File: config.mk
export PLATFORM = sky130hd
export DESIGN_NAME = snake_game_ctrl
export DESIGN_NICKNAME = d
export VERILOG_FILES = /design/src/rtl/snake_pkg.sv /design/src/rtl/snake_tick_gen.sv /design/src/rtl/snake_game_ctrl.sv
export SDC_FILE = /design/constraint.sdc
export NUM_CORES = 1
export LEC_CHECK = 0
export BUFFER_PORTS_ARGS = -buffer_cell sky130_fd_sc_hd__buf_2
export CAP_MARGIN = 20
export CORE_MARGIN = 2
export CORE_UTILIZATION = 50
export CTS_CLUSTER_SIZE = 20
export DETAILED_ROUTE_END_ITERATION = 7
export PLACE_DENSITY = 0.72
export SETUP_SLACK_MARGIN = 0.15
export SKIP_LAST_GASP = 1
export SLEW_MARGIN = 20
export SYNTH_ARGS = -nofsm -noshare
export SYNTH_HDL_FRONTEND = slang
export SYNTH_SLANG_ARGS = --single-unit
File: constraint.sdc
create_clock -name clk -period 6.6 [get_ports clk]
set_input_delay 0.66 -clock clk [delete_from_list [all_inputs] [get_ports clk]]
set_output_delay 0.66 -clock clk [all_outputs]
set_load 0.02 [all_outputs]
File: src/rtl/snake_pkg.sv
// Shared encodings and defaults for the snake game controller.
package snake_pkg;

  localparam int unsigned MAX_LEN = 16;
  localparam int unsigned NUM_LEN = 10;
  localparam int unsigned GRID_W  = 32;

  typedef enum logic [1:0] {
    DirLeft  = 2'b00,
    DirRight = 2'b01,
    DirUp    = 2'b10,
    DirDown  = 2'b11
  } dir_e;

  typedef enum logic [1:0] {
    StIdle  = 2'b00,
    StRun   = 2'b01,
    StCheck = 2'b10,
    StOver  = 2'b11
  } state_e;

  // Opposite directions share the axis bit and differ only in bit 0.
  function automatic logic is_reverse(dir_e a, dir_e b);
    return (a ^ b) == 2'b01;
  endfunction

  function automatic dir_e btn_to_dir(logic [3:0] btn);
    if (btn[0])      return DirLeft;
    else if (btn[1]) return DirRight;
    else if (btn[2]) return DirUp;
    else             return DirDown;
  endfunction

endpackage

File: src/rtl/snake_tick_gen.sv
// Step timer: counts 0..period-1 while enabled and strobes tick_o on the wrap.
module snake_tick_gen #(
  parameter int unsigned CntW = 25
) (
  input  logic            clk,
  input  logic            rst_n,
  input  logic            en_i,
  input  logic            clr_i,
  input  logic [CntW-1:0] period_i,
  output logic            tick_o
);

  logic [CntW-1:0] cnt_q, cnt_d;

  // >= rather than == so a period shortened mid-count still wraps.
  always_comb begin
    cnt_d  = cnt_q;
    tick_o = 1'b0;
    if (clr_i) begin
      cnt_d = '0;
    end else if (en_i) begin
      if (cnt_q >= period_i - 1'b1) begin
        cnt_d  = '0;
        tick_o = 1'b1;
      end else begin
        cnt_d = cnt_q + 1'b1;
      end
    end
  end

  always_ff @(posedge clk or negedge rst_n) begin
    if (!rst_n) begin
      cnt_q <= '0;
    end else begin
      cnt_q <= cnt_d;
    end
  end

endmodule

File: src/rtl/snake_game_ctrl.sv
// Snake game control FSM: start/over handling, direction commit, food scoring.
// Define SNAKE_SPEEDUP_EN to shorten the step period after each food eaten.
module snake_game_ctrl #(
  parameter int unsigned MAX_LEN  = snake_pkg::MAX_LEN,
  parameter int unsigned NUM_LEN  = snake_pkg::NUM_LEN,
  parameter int unsigned INIT_LEN = 5,
  parameter int unsigned TICK_DIV = 25000000,
  // Wide enough to hold MAX_LEN itself.
  localparam int unsigned LenW    = $clog2(MAX_LEN + 1)
) (
  input  logic               clk,
  input  logic               rst_n,
  input  logic               btn_start_i,
  input  logic [3:0]         btn_dir_i,
  input  logic [NUM_LEN-1:0] head_pos_i,
  input  logic               snake_stop_i,
  input  logic [NUM_LEN-1:0] food_pos_i,
  output logic               step_o,
  output logic [1:0]         di_o,
  output logic [LenW-1:0]    len_o,
  output logic               food_eaten_o,
  output logic [1:0]         state_o,
  output logic [7:0]         score_o
);

  import snake_pkg::*;

  localparam int unsigned     CntW       = $clog2(TICK_DIV + 1);
  localparam logic [CntW-1:0] PeriodInit = CntW'(TICK_DIV);
  localparam logic [LenW-1:0] LenInit    = LenW'(INIT_LEN);
  localparam logic [LenW-1:0] LenMax     = LenW'(MAX_LEN);

  state_e          state_q, state_d;
  dir_e            di_q, di_d, pend_q, pend_d, btn_dir;
  logic [LenW-1:0] len_q, len_d;
  logic [7:0]      score_q, score_d;
  logic            step_q, step_d, food_q, food_d, start_q;
  logic            start_rise, game_start, tick, tick_en;
  logic [CntW-1:0] period_q;

  assign start_rise = btn_start_i & ~start_q;
  assign game_start = (state_q == StIdle) & start_rise;
  assign btn_dir    = btn_to_dir(btn_dir_i);
  // Timer keeps running through the one-cycle CHECK so steps stay exactly period apart.
  assign tick_en    = (state_q == StRun) | (state_q == StCheck);

  snake_tick_gen #(
    .CntW(CntW)
  ) u_tick_gen (
    .clk     (clk),
    .rst_n   (rst_n),
    .en_i    (tick_en),
    .clr_i   (game_start),
    .period_i(period_q),
    .tick_o  (tick)
  );

  always_comb begin
    state_d = state_q;
    di_d    = di_q;
    pend_d  = pend_q;
    len_d   = len_q;
    score_d = score_q;
    step_d  = 1'b0;
    food_d  = 1'b0;
    unique case (state_q)
      StIdle: begin
        if (start_rise) begin
          state_d = StRun;
          di_d    = DirRight;
          pend_d  = DirRight;
          len_d   = LenInit;
          score_d = '0;
        end
      end
      StRun: begin
        if (step_q) state_d = StCheck;
        if (tick) begin
          step_d = 1'b1;
          di_d   = pend_q;
        end
        // Reversal is judged against the direction that will be committed after this edge.
        if (btn_dir_i != 4'b0000 && !is_reverse(btn_dir, di_d)) pend_d = btn_dir;
      end
      StCheck: begin
        if (snake_stop_i) begin
          state_d = StOver;
        end else begin
          state_d = StRun;
          if (head_pos_i == food_pos_i) begin
            food_d = 1'b1;
            if (len_q < LenMax)     len_d   = len_q + 1'b1;
            if (score_q != 8'hFF)   score_d = score_q + 1'b1;
          end
        end
      end
      StOver: begin
        if (btn_start_i) state_d = StIdle;
      end
      default: state_d = StIdle;
    endcase
  end

  always_ff @(posedge clk or negedge rst_n) begin
    if (!rst_n) begin
      state_q <= StIdle;
      di_q    <= DirRight;
      pend_q  <= DirRight;
      len_q   <= LenInit;
      score_q <= '0;
      step_q  <= 1'b0;
      food_q  <= 1'b0;
      start_q <= 1'b1;
    end else begin
      state_q <= state_d;
      di_q    <= di_d;
      pend_q  <= pend_d;
      len_q   <= len_d;
      score_q <= score_d;
      step_q  <= step_d;
      food_q  <= food_d;
      start_q <= btn_start_i;
    end
  end

`ifdef SNAKE_SPEEDUP_EN
  localparam logic [CntW-1:0] PeriodDec = CntW'(TICK_DIV / 16);
  localparam logic [CntW-1:0] PeriodMin = CntW'(TICK_DIV / 4);

  logic [CntW-1:0] period_d;

  always_comb begin
    period_d = period_q;
    if (game_start) begin
      period_d = PeriodInit;
    end else if (food_d) begin
      period_d = (period_q >= PeriodMin + PeriodDec) ? period_q - PeriodDec : PeriodMin;
    end
  end

  always_ff @(posedge clk or negedge rst_n) begin
    if (!rst_n) begin
      period_q <= PeriodInit;
    end else begin
      period_q <= period_d;
    end
  end
`else
  assign period_q = PeriodInit;
`endif

  assign step_o       = step_q;
  assign di_o         = di_q;
  assign len_o        = len_q;
  assign food_eaten_o = food_q;
  assign state_o      = state_q;
  assign score_o      = score_q;

endmodule
==> summary.md <==
| Metric | Value |
|---|---|
| Worst r2r src | u_tick_gen.cnt_q[9] |
| Synth Instances | 321 |
| Grt peak-use layer | met2 |
| I/O pins | 47 |
| Hold Crit Class | in2async |
| Initial cell density of the core | 0.515 |
| Placed cell area | 3100 um^2 |
| IO Port Bufs | 46 |
| Clock slew at reported path FFs | 0.08 ns |
| Setup tns final | 0 ns |
| Max Clock Freq | 318 MHz |
| Vias in the first global route | 2327 |
| Clock root cell | clkbuf_8 |
| CTS tree | built |
| CP endpoint kind | register |
| Ys Warns | 0 |
| # fillers | 505 |
| Top cells by count, synth | 42 x dfrtp_1, 38 x nor2_1, 30 x nand2_1 |
| Arrival @ worst endpoint | 3.37 ns |
| GR Util All Layers | 0.206 |
| Adder-Cell Fraction of Synth Area | 0.0311 |
| Core area | 5470 um^2 |
| WL final | 6110 um |
| Logic pwr share | 0.384 |
| Mux cell area share after synthesis | 0.00710 |
| # diodes | 0 |
| Synth Flop Type | dfrtp_1 |
| DR pass1 iterations | 4 |
| Syn_nets | 356 |
| Overflow after GRT | 0 |
| CTS-repair resized insts | 0 |
| Slew @ Worst Pin | 0.961 ns |
| Number of flops mapped to enable cells by yosys | 0 |
| Wirelength per Cell | 14.0 um |
| Reg2reg path depth | 6 |
| P_int | 0.000550 W |
| NumNets Final | 399 |
| Post CTS Setup Buffer Count | 0 |
| GR Layer Usage met3 | 0.0341 |
| Worst path bufs/invs | 0 |
| Detailed router's first-iteration violation count | 84 |
| Post-synthesis simple-gate area fraction | 0.263 |
| Global-route wire length before repair | 10400 um |
| Crit-path max cell delay | 0.64 ns |
| FP Rows | 27 |
| Most frequent cell after synthesis | dfrtp_1 |
| Die footprint | 6260 um^2 |
| Initial antenna violation count | 0 |
| GRT met1 Usage | 0.278 |
| Vias per cell | 5.69 |
| Syn Area/Cell | 8.79 um^2 |
| Net Switching | 0.000381 W |
| Compound-gate portion of the synthesized area | 0.165 |
| Register area share after synthesis | 0.419 |
| Area delta synth->final | 13.6% |
| Final Cell Area | 3200 um^2 |
| Seq pwr share | 0.413 |
| Synth unique cells | 51 |
| Synth Register Bits | 47 |
| Cell taking the most area after synthesis | dfrtp_1 |
| Proportion of netlist area held by the largest area contributor | 0.373 |
| Power per cell area | 290 nW/um^2 |
| ANT nets after route | 0 |
| Max VDD drop | 0.000108 V |
| P_leak | 1.41 nW |
| Fraction of registers with async set/reset | 1.00 |
| Share of cells above drive strength 1 | 0.175 |
| Pin count of the biggest net entering global routing | 48 |
| Crit path required time | 6.82 ns |
| Die Y | 79.1 um |
| H-tree depth | 2 |
| Xor/xnor share of the synthesized area | 0.0870 |
| M2 GR Usage | 0.337 |
| CTS Sinks | 47 |
| Hold-fix buffers, CTS | 0 |
| Residual DRC | 0 |
| Slew Limit Fails | 0 |
| Critical path cell sequence | or4_1, a311o_1, a311oi_2, o21ai_1, and2_1, a21oi_1 |
| Top delay family on crit path | compound AO/OA/AOI/OAI gates |
| Mapped cell area | 2820 um^2 |
| Final hold vios | 0 |
| Top cells by area, synth | dfrtp_1 37%, xnor2_1 5.9%, nor2_1 5.1% |
| Vias | 2485 |
| Relative slew margins | 0.355 |
| Worst R2R End | u_tick_gen.cnt_q[24] |
| Kind of start point of the critical path | register |
| Min cycle time layout | 3.14 ns |
| TritonCTS buffer count | 5 |
| Clock power share | 0.203 |
| RSZ-0062 raised after global routing | false |
| Setup violators final | 0 |
| Width of the chip | 79.1 um |
| Slowest cell on the critical path | a311oi_2 |
| Detail Placement HPWL | 4350 um |
| Largest family of logic cells by synthesized area | simple AND/OR/NAND/NOR gates |
| Clock latency on the worst-skew pair | 0.30 ns |
| Max-cap violations | 0 |
| Switching Share | 0.409 |
| Max Root-Sink Buffers | 2 |
| Worst-path fanout max | 15 |
| Final GP Congestion | 0.844 |
| FF-to-FF setup slack | 3.46 ns |
| Run status | completed |
| Kind of critical path | reg2reg |
| Tcrit/Tclk final | 0.476 |
| Worst Clk Skew | 0.00876 ns |
[cell usage in the layout (no fill, tap or decap), drive strengths merged, types with 9 or more instances in the layout]
master  instances
a21oi          10
buf            47
dfrtp          42
nand2          30
nand3          25
nor2           38
nor3           11
o21ai          26
xnor2          19
xor2            9
[routing by layer]
layer	share of wire	up-vias	routed length, um
met4	0.011	0	70
met5	0	-	0
met1	0.47	1171	2860
li1	-	1236	-
met3	0.058	6	356
met2	0.46	72	2820
[worst max-delay path by stage]
stage / start / cells after the start / to
final: u_tick_gen.cnt_q[9] / 6 / u_tick_gen.cnt_q[24]
after global routing: u_tick_gen.cnt_q[9] / 7 / u_tick_gen.cnt_q[20]
after CTS: u_tick_gen.cnt_q[9] / 7 / u_tick_gen.cnt_q[20]
after detailed placement: u_tick_gen.cnt_q[9] / 7 / u_tick_gen.cnt_q[20]
after global placement: u_tick_gen.cnt_q[9] / 6 / u_tick_gen.cnt_q[24]
after floorplan: u_tick_gen.cnt_q[9] / 8 / pend_q[1]
[power by group through the flow]
stage                     clock [W]  sequential (W)  combinational (W)
after CTS                  0.000193        0.000383           0.000357
after global placement            0        0.000389           0.000350
after global routing       0.000205        0.000392           0.000408
final                      0.000189        0.000385           0.000357
after detailed placement          0        0.000388           0.000357
after floorplan                   0        0.000382           0.000262
[per-stage QoR]
step | utilization | total power, W | instances | hold slack (ns) | setup slack [ns]
floorplan | - | 0.000644 | 321 | 0.364 | 4.19
global placement | 0.567 | 0.000738 | 429 | 0.478 | 3.60
detailed placement | 0.567 | 0.000746 | 429 | 0.488 | 3.52
CTS | 0.585 | 0.000934 | 437 | 0.485 | 3.49
global route | 0.586 | 0.00101 | 437 | 0.405 | 3.15
finish | 0.586 | 0.000931 | 437 | 0.363 | 3.46
[cell families (layout without fill, tap and decap cells)]
family	after synthesis	in the layout
adder cells (fa/ha/maj)	7	7
AO/OA/AOI/OAI	68	68
AND/OR/NAND/NOR	150	150
XOR/XNOR	28	28
buffers and inverters	19	63
flip-flops	47	47
multiplexers	2	2
[state kept, by name (all words and copies together), names as in the netlist, 2 cells and up]
name              count
state_o               2
pend_q                2
u_tick_gen.cnt_q     25
di_o                  2
len_o                 5
score_o               8
[worst reg2reg max path: cells and delay by family, from the launching register on]
family	cells	cell delay [ns]
and+or+nand+nor	2	0.99
AOI/OAI and AO/OA	4	1.65
DFF	1	0.43
[cell type report]
| type | instances | area [um^2] | area share |
|---|---|---|---|
| Multi-Input combinational cell | 255 | 1560 | 0.487 |
| Sequential cell | 47 | 1180 | 0.369 |
| Timing Repair Buffer | 47 | 240 | 0.0750 |
| Clock buffer | 8 | 100 | 0.0312 |
| Tap cell | 72 | 90.1 | 0.0281 |
| Inverter | 8 | 30.0 | 0.00937 |
(Power assumes the default switching activity.)
